<file path="src/rtl/toy_bus_itcm_arb.sv">
// Round-robin arbiter sharing one single-port ITCM between NUM_REQ ToyBus requesters.
// Tracks one outstanding read and holds its response until the owner accepts it.
module toy_bus_itcm_arb #(
  parameter int NUM_REQ  = 2,
  parameter int DATA_W   = 256,
  parameter int ADDR_W   = 32,
  parameter int MEM_AW   = 24,
  parameter int ADDR_LSB = 5,
  parameter int SB_W     = 10,
  parameter int ID_W     = 4,
  parameter int NODE_ID  = 0
) (
  input  logic                        clk,
  input  logic                        rst_n,
  input  logic [NUM_REQ-1:0]          req_vld,
  output logic [NUM_REQ-1:0]          req_rdy,
  input  logic [NUM_REQ*ADDR_W-1:0]   req_addr,
  input  logic [NUM_REQ*DATA_W/8-1:0] req_strb,
  input  logic [NUM_REQ*DATA_W-1:0]   req_data,
  input  logic [NUM_REQ-1:0]          req_opcode,
  input  logic [NUM_REQ*ID_W-1:0]     req_src_id,
  input  logic [NUM_REQ*SB_W-1:0]     req_sideband,
  output logic [NUM_REQ-1:0]          ack_vld,
  input  logic [NUM_REQ-1:0]          ack_rdy,
  output logic                        ack_opcode,
  output logic [DATA_W-1:0]           ack_data,
  output logic [SB_W-1:0]             ack_sideband,
  output logic [ID_W-1:0]             ack_src_id,
  output logic [ID_W-1:0]             ack_tgt_id,
  output logic                        mem_en,
  output logic [ADDR_W-1:0]           mem_addr,
  output logic                        mem_wr_en,
  output logic [DATA_W-1:0]           mem_wr_data,
  output logic [DATA_W/8-1:0]         mem_wr_byte_en,
  output logic [SB_W-1:0]             mem_req_sideband,
  input  logic [DATA_W-1:0]           mem_rd_data,
  input  logic [SB_W-1:0]             mem_ack_sideband
);

  localparam int STRB_W = DATA_W / 8;
  localparam int PTR_W  = (NUM_REQ > 1) ? $clog2(NUM_REQ) : 1;

  typedef enum logic [1:0] {S_IDLE, S_RD_WAIT, S_RSP} state_t;

  state_t             state, state_nxt;
  logic [PTR_W-1:0]   rr_ptr, gnt_idx, rsp_owner;
  logic               gnt_vld, rd_ok, rd_gnt, owner_ack;
  logic [NUM_REQ-1:0] elig;
  logic [ID_W-1:0]    gnt_src, rsp_tgt;
  logic [DATA_W-1:0]  rsp_data;
  logic [SB_W-1:0]    rsp_sb;
  logic               unused_addr_bits;

  assign unused_addr_bits = ^req_addr;

  assign owner_ack = ack_rdy[rsp_owner];
  assign rd_ok     = rst_n && ((state == S_IDLE) || ((state == S_RSP) && owner_ack));
  assign elig      = rst_n ? (req_vld & (req_opcode | {NUM_REQ{rd_ok}})) : '0;

  // First eligible requester at or after rr_ptr, with wrap.
  always_comb begin
    int idx;
    gnt_vld = 1'b0;
    gnt_idx = '0;
    for (int k = 0; k < NUM_REQ; k++) begin
      idx = int'(rr_ptr) + k;
      if (idx >= NUM_REQ) idx = idx - NUM_REQ;
      if (!gnt_vld && elig[idx]) begin
        gnt_vld = 1'b1;
        gnt_idx = PTR_W'(idx);
      end
    end
  end

  always_comb begin
    req_rdy          = '0;
    mem_en           = 1'b0;
    mem_addr         = '0;
    mem_wr_en        = 1'b0;
    mem_wr_data      = '0;
    mem_wr_byte_en   = '0;
    mem_req_sideband = '0;
    gnt_src          = '0;
    rd_gnt           = 1'b0;
    for (int i = 0; i < NUM_REQ; i++) begin
      if (gnt_vld && (gnt_idx == PTR_W'(i))) begin
        req_rdy[i]       = 1'b1;
        mem_en           = 1'b1;
        mem_addr         = ADDR_W'(req_addr[i*ADDR_W+ADDR_LSB +: MEM_AW]);
        mem_wr_en        = req_opcode[i];
        mem_wr_data      = req_data[i*DATA_W +: DATA_W];
        mem_wr_byte_en   = req_strb[i*STRB_W +: STRB_W];
        mem_req_sideband = req_sideband[i*SB_W +: SB_W];
        gnt_src          = req_src_id[i*ID_W +: ID_W];
        rd_gnt           = !req_opcode[i];
      end
    end
  end

  always_comb begin
    state_nxt = state;
    case (state)
      S_IDLE:    if (rd_gnt) state_nxt = S_RD_WAIT;
      S_RD_WAIT: state_nxt = S_RSP;
      S_RSP:     if (owner_ack) state_nxt = rd_gnt ? S_RD_WAIT : S_IDLE;
      default:   state_nxt = S_IDLE;
    endcase
  end

  // Owner/target are taken at grant; a new read can only be granted as the old response leaves.
  always_ff @(posedge clk) begin
    if (!rst_n) begin
      state     <= S_IDLE;
      rr_ptr    <= '0;
      rsp_owner <= '0;
      rsp_tgt   <= '0;
      rsp_data  <= '0;
      rsp_sb    <= '0;
    end else begin
      state <= state_nxt;
      if (gnt_vld) rr_ptr <= (gnt_idx == PTR_W'(NUM_REQ - 1)) ? '0 : gnt_idx + 1'b1;
      if (rd_gnt) begin
        rsp_owner <= gnt_idx;
        rsp_tgt   <= gnt_src;
      end
      if (state == S_RD_WAIT) begin
        rsp_data <= mem_rd_data;
        rsp_sb   <= mem_ack_sideband;
      end
    end
  end

  always_comb begin
    ack_vld = '0;
    if (rst_n && (state == S_RSP)) ack_vld[rsp_owner] = 1'b1;
  end

  assign ack_opcode   = 1'b0;
  assign ack_data     = rsp_data;
  assign ack_sideband = rsp_sb;
  assign ack_src_id   = ID_W'(NODE_ID);
  assign ack_tgt_id   = rsp_tgt;

endmodule
</file>
<file path="config.mk">
export PLATFORM = sky130hd
export DESIGN_NAME = toy_bus_itcm_arb
export DESIGN_NICKNAME = d
export VERILOG_FILES = /design/src/rtl/toy_bus_itcm_arb.sv
export SDC_FILE = /design/constraint.sdc
export NUM_CORES = 1
export LEC_CHECK = 0
export ABC_AREA = 1
export BUFFER_PORTS_ARGS = -buffer_cell sky130_fd_sc_hd__buf_2
export CAP_MARGIN = 5
export CORE_AREA = 5 5 607 609
export CTS_CLUSTER_DIAMETER = 50
export DETAILED_ROUTE_END_ITERATION = 7
export DIE_AREA = 0 0 612 614
export PLACE_DENSITY = 0.3
export SLEW_MARGIN = 20
export SYNTH_ARGS = -nofsm -noshare
export SYNTH_HDL_FRONTEND = slang
export SYNTH_SLANG_ARGS = --single-unit
</file>
<file path="constraint.sdc">
create_clock -name clk -period 1.9 [get_ports clk]
set_input_delay 0 -clock clk [delete_from_list [all_inputs] [get_ports clk]]
set_output_delay 0 -clock clk [all_outputs]
set_load 0.02 [all_outputs]
</file>
# Yosys cells after proc, flatten, opt, wreduce, memory -nomap -nowiden
# Index checks and enable logic that the tools add are counted.
# totals
output_inout_bits	611
in_bits	942
elab_cells	76
reg_bits	274
# op_classes
reduce_logical	13
eq_ne	4
muxes	40
n_lt_le_gt_ge	6
bitwise	3
n_addsub	4
# op_table
operator	count
256-bit two-way mux	2
32-bit two-way mux	5
32-bit by 3-bit < comparator with 1-bit output, second input constant	2
24-bit two-way mux	1
1-bit two-way mux	22
10-bit two-way mux	2
2-bit two-way mux	4
4-bit two-way mux	2
1-bit logical AND	7
2-bit one-hot mux with 3 select lines	1
2-bit != test, second input constant	2
1-bit logical NOT	3
1-bit by 2-bit subtractor with 3-bit output, second input constant	1
2-bit by 2-bit subtractor with 3-bit output, second input constant	1
1-bit by 1-bit adder with 2-bit output, second input constant	1
2-bit bitwise AND	1
2-bit by 1-bit equality test with 1-bit output, second input constant	1
2-bit equality test, second input constant	1
1-bit by 2-bit >= comparator with 1-bit output, second input constant	1
2-bit >= comparator, second input constant	1
2-bit logical NOT	1
1-bit by 2-bit < comparator with 1-bit output, second input constant	1
2-bit bitwise OR	1
2-bit AND reduction	1
other kinds (5)	5

# Depth between registers and ports, before layout
# logic_depth
word_depth	22
depth_mapped	13
depth_no_buf	13

# Worst setup path after synthesis
# No wires, ideal clock.
# synth_path
kind	reg-to-output
from	register rsp_owner
to	output mem_wr_byte_en[30]
path_buffers	2
slack_ps	281
t_required_ps	1900
path_stages_with_launch	13
arrival_time_ps	1619
cell_sequence	dfxtp_1 -> inv_1 -> nand2_1 -> nand3_1 -> nand2_2 -> nand2_2 -> nand3_1 -> nand2_2 -> nand2_2 -> inv_4 -> buf_6 -> buf_6 -> a22o_1
# synth_via
elab_chain_len	19
elab_cells_between_ends	25
cone_classes	15 x mux; 3 x bitwise; 7 x reduce/logical
# synth_lines
element	line	text
start, declared	46	logic [PTR_W-1:0] rr_ptr, gnt_idx, rsp_owner;
start signal, assigned	123	rsp_owner <= gnt_idx;
1-bit two-way mux (implied by the code) * (2 in series)	56	assign owner_ack = ack_rdy[rsp_owner];
1-bit logical AND *	57	assign rd_ok = rst_n && ((state == S_IDLE) || ((state == S_RSP) && owner_ack));
1-bit logical OR *	57	
1-bit logical AND *	57	
2-bit bitwise OR *	58	assign elig = rst_n ? (req_vld & (req_opcode | {NUM_REQ{rd_ok}})) : '0;
2-bit bitwise AND *	58	
2-bit two-way mux *	58	
1-bit two-way mux (implied by the code) (3 in series)	68	if (!gnt_vld && elig[idx]) begin
1-bit two-way mux	68	
1-bit logical NOT	68	
1-bit logical AND	68	
1-bit two-way mux	68	
1-bit inverter	86	if (gnt_vld && (gnt_idx == PTR_W'(i))) begin
1-bit logical AND	86	
32-bit two-way mux	86	
32-bit two-way mux *	86	
end, declared	34	output logic [DATA_W/8-1:0] mem_wr_byte_en,
# Mark *: on every way between the ends. The rest lies on a longest branch, timed or not. The select of a mux whose other input is x is not followed.

# Final worst setup path
# layout_path
from	register rsp_owner
to	output mem_wr_data[92]
# layout_via
elab_chain_len	19
elab_cells_between_ends	25
cone_classes	15 x mux; 3 x bitwise; 7 x reduce/logical
# layout_lines
element	line	text
1-bit two-way mux (implied by the code) * (2 in series)	56	
1-bit logical AND *	57	
1-bit logical OR *	57	
1-bit logical AND *	57	
2-bit bitwise OR *	58	
2-bit bitwise AND *	58	
2-bit two-way mux *	58	
1-bit two-way mux (implied by the code) (3 in series)	68	
1-bit two-way mux	68	
1-bit logical NOT	68	
1-bit logical AND	68	
1-bit two-way mux	68	
1-bit inverter	86	
1-bit logical AND	86	
256-bit two-way mux	86	
256-bit two-way mux *	86	
end, declared	33	output logic [DATA_W-1:0] mem_wr_data,
# Marked as above.

==> summary.txt <==
Cells and area
  • Most frequent cells in the layout: buf_2, nor2_1, dlygate4sd3_1, dfxtp_1, o21ai_0
  • Layout cells sized above 1: 52.9%
  • Fin nets: 4432
  • Design Area, Final: 35300 um^2
  • Commonest non-fill, non-tap cell in the layout: buf_2
  • Finished Core Util: 9.77%
  • Area grow syn2layout: 173%

Place
  • Post-DP HPWL: 207 mm
  • IO Port Bufs: 1523
  • Routability cong.: 1.01
  • Placed cell area: 28200 um^2

Power
  • Pwr/cell area: 724 nW/um^2
  • Design Power: 25.6 mW
  • Leakage power: 16.0 nW
  • Max VDD drop: 612 uV

Logic synthesis
  • Seq/Total Area, Yosys: 42.4%
  • Synth Area in Compound Gates: 32.3%
  • Ys Warns: 0
  • Count of cell types in the netlist: 23
  • Synth top area share: 42.4%
  • Biggest area consumer among synthesized cells: dfxtp_1
  • Mapped Cells: 1638
  • Synthesized area per cell: 7.90 um^2
  • Synth Area in Simple Gates: 17.3%
  • Most common flop cell mapped by yosys: dfxtp_1
  • Seq cells post-synth: 274
  • Largest family of logic cells by synthesized area: compound AO/OA/AOI/OAI gates
  • Post-Synth XOR/XNOR Area: 0%
  • EDFF count, synth: 0
  • Adder-Cell Fraction of Synth Area: 0%
  • Async S/R FF share, synth: 0%
  • Area contributors post-synth: dfxtp_1, a22o_1, nor2_1, o21ai_0, buf_6
  • Area of the mapped netlist: 12900 um^2
  • Post-synthesis mux area share: 0%

Critical path
  • CP Cell Sequence: inv_2 > nand2_2 > nand3_4 > nand2_4 > nand2_2 > nand3_2 > nand2_4 > nand2_8 > inv_16 > buf_12 > buf_6 > buf_6 > a22o_4 > buf_12
  • R2R Setup Slk: -130 ps
  • R2r startpoint: rsp_owner
  • Critical path class: flop to primary output
  • Setup crit end kind: primary output
  • CP Buf/Inv Count: 6
  • CP Data Arrival Time: 2690 ps
  • Slowest Stage Delay on Critical Path: 360 ps
  • CP max FO: 9
  • Reg2Reg Depth: 15
  • R2R Path End: ack_tgt_id[3]
  • Crit path max-delay cell type: dfxtp_4
  • Worst Setup Start Kind: flop
  • Critical Path RT: 1900 ps
  • Crit path max-delay family: buffers and inverters

Floorplanning
  • Core area: 362000 um^2
  • IO Pins: 1553
  • Die Area: 376000 um^2
  • Die width: 612 um
  • Die height: 614 um
  • Starting density of the core: 3.58%
  • Site Rows: 221

STA
  • Fmax: 372 MHz
  • Clock skew: 30.0 ps
  • Fin crit period: 2690 ps
  • Period utilization: 142%
  • Setup TNS Final: -221180 ps
  • Relative slew slack: 23.2%
  • RSZ-0062 raised after global routing: yes
  • Endpoints failing hold: 0
  • Final Setup Violations: 330
  • Final Max Slew Viols: 0
  • Worst Tran Pin Value: 1150 ps
  • Setup WS post-layout: -791 ps

Min path
  • Hold Path End: ack_data[211]
  • Min-delay src: mem_rd_data[211]
  • Worst hold-check path type: input port to flop
  • Hold path depth: 4

Clock network
  • Clock buffer depth: 3
  • Clk sink count: 274
  • Clk slew on worst S/H paths: 60 ps
  • Root Buffer: clkbuf_16
  • Skew-Pair Late Insertion Delay: 650 ps
  • CTS Buf Count: 48
  • Htree depth: 2
  • TritonCTS clock tree: done

Routing
  • Routed wire length: 236 mm
  • DRC viols: 0
  • Via density: 2.57
  • Post-DRT Antenna Nets: 0
  • Vias: 21800
  • First drt pass iteration count: 5
  • Initial DRC Count: 1225
  • WL per Instance: 27.7 um

GRT
  • Vias in the first global route: 21700
  • Largest net degree at the start of global routing: 162
  • Global-route wire length before repair: 276 mm
  • Total grt overflow: 0
  • Antenna violations before repair: 236
  • GRT Total Usage: 11.7%

Run status
  • Failing checks: negative setup slack
  • Run status: finished with violations

Job
  • Max-cap viol count: 0
power by group:
| group | total, mW | switching (mW) | internal [mW] |
|---|---|---|---|
| clock | 8.96 | 3.61 | 5.35 |
| combinational | 10.1 | 5.96 | 4.11 |
| sequential | 6.57 | 0.261 | 6.31 |
registers in the layout, indices dropped and copies added, names as in the netlist:
register	flops
rr_ptr	1
ack_tgt_id	4
ack_data	256
ack_sideband	10
rsp_owner	1
state	2
synth_stat cells, types with 2 or more instances:
master,n
inv_2,4
nand3_1,12
dfxtp_1,274
o22ai_1,2
buf_4,13
buf_2,41
nand2_2,4
nand2_1,20
buf_6,30
nor2_1,543
a22o_1,322
inv_1,10
o21ai_1,30
clkbuf_1,88
o21ai_0,236
a21oi_1,2
final cells by class:
cell class / instances / area (um^2)
Antenna cell: 167 / 418
Clock buffer: 60 / 1300
Inverter: 15 / 92.6
Sequential cell: 274 / 5490
Tap cell: 4794 / 6000
Fill cell: 42300 / 326000
Timing Repair Buffer: 1961 / 14400
Timing Repair inverter: 1 / 20.0
Clock inverter: 28 / 328
Multi-Input combinational cell: 1189 / 7270
metal layers:
| layer | vias up | share of wire [%] | GRT usage (%) |
|---|---|---|---|
| met5 | - | 0.31 | 0 |
| met3 | 496 | 11 | 6.03 |
| met4 | 106 | 4.6 | 5.19 |
| li1 | 9639 | - | - |
| met2 | 1372 | 50 | 20.4 |
| met1 | 10200 | 34 | 11.5 |
timing repair:
item                                    in CTS  in global routing
endpoints found under the setup margin     331                332
endpoints found under the hold margin      274                  0
cloned                                      10                  6
pin swaps                                   14                  4
setup buffers                               16                  5
hold buffers                               284                  0
resized for setup                          312                 47
how the worst max path moves through the flow:
stage,start,end,slack (ps),cells past startpoint
finish,rsp_owner,mem_wr_data[92],-790,14
global route,rsp_owner,mem_wr_data[157],-940,12
CTS,rsp_owner,mem_wr_data[92],-900,13
detailed placement,rsp_owner,mem_wr_data[66],-470,13
global placement,rsp_owner,mem_wr_data[66],-540,13
floorplan,rsp_owner,mem_wr_byte_en[30],280,12
logic make-up after synthesis:
kind of cell / Yosys count
simple gates: 583
compound gates: 593
flops: 274
other cells: 1
buf+inv: 187
worst reg2reg max path, delay by kind of cell (launching register included):
| kind | cells | cell delay [ps] |
|---|---|---|
| buffers and inverters | 5 | 620 |
| flip-flops | 1 | 350 |
| AND/OR/NAND/NOR | 10 | 950 |
stage by stage:
step	setup WS, ps	hold WS, ps	instances
6_report	-791	103	8489
4_1_cts	-904	0.908	8311
3_5_place_dp	-471	228	7914
3_3_place_gp	-540	223	7914
5_1_grt	-945	39.4	8411
2_1_floorplan	281	135	1650
No activity file was read; power rests on OpenSTA's default activity.
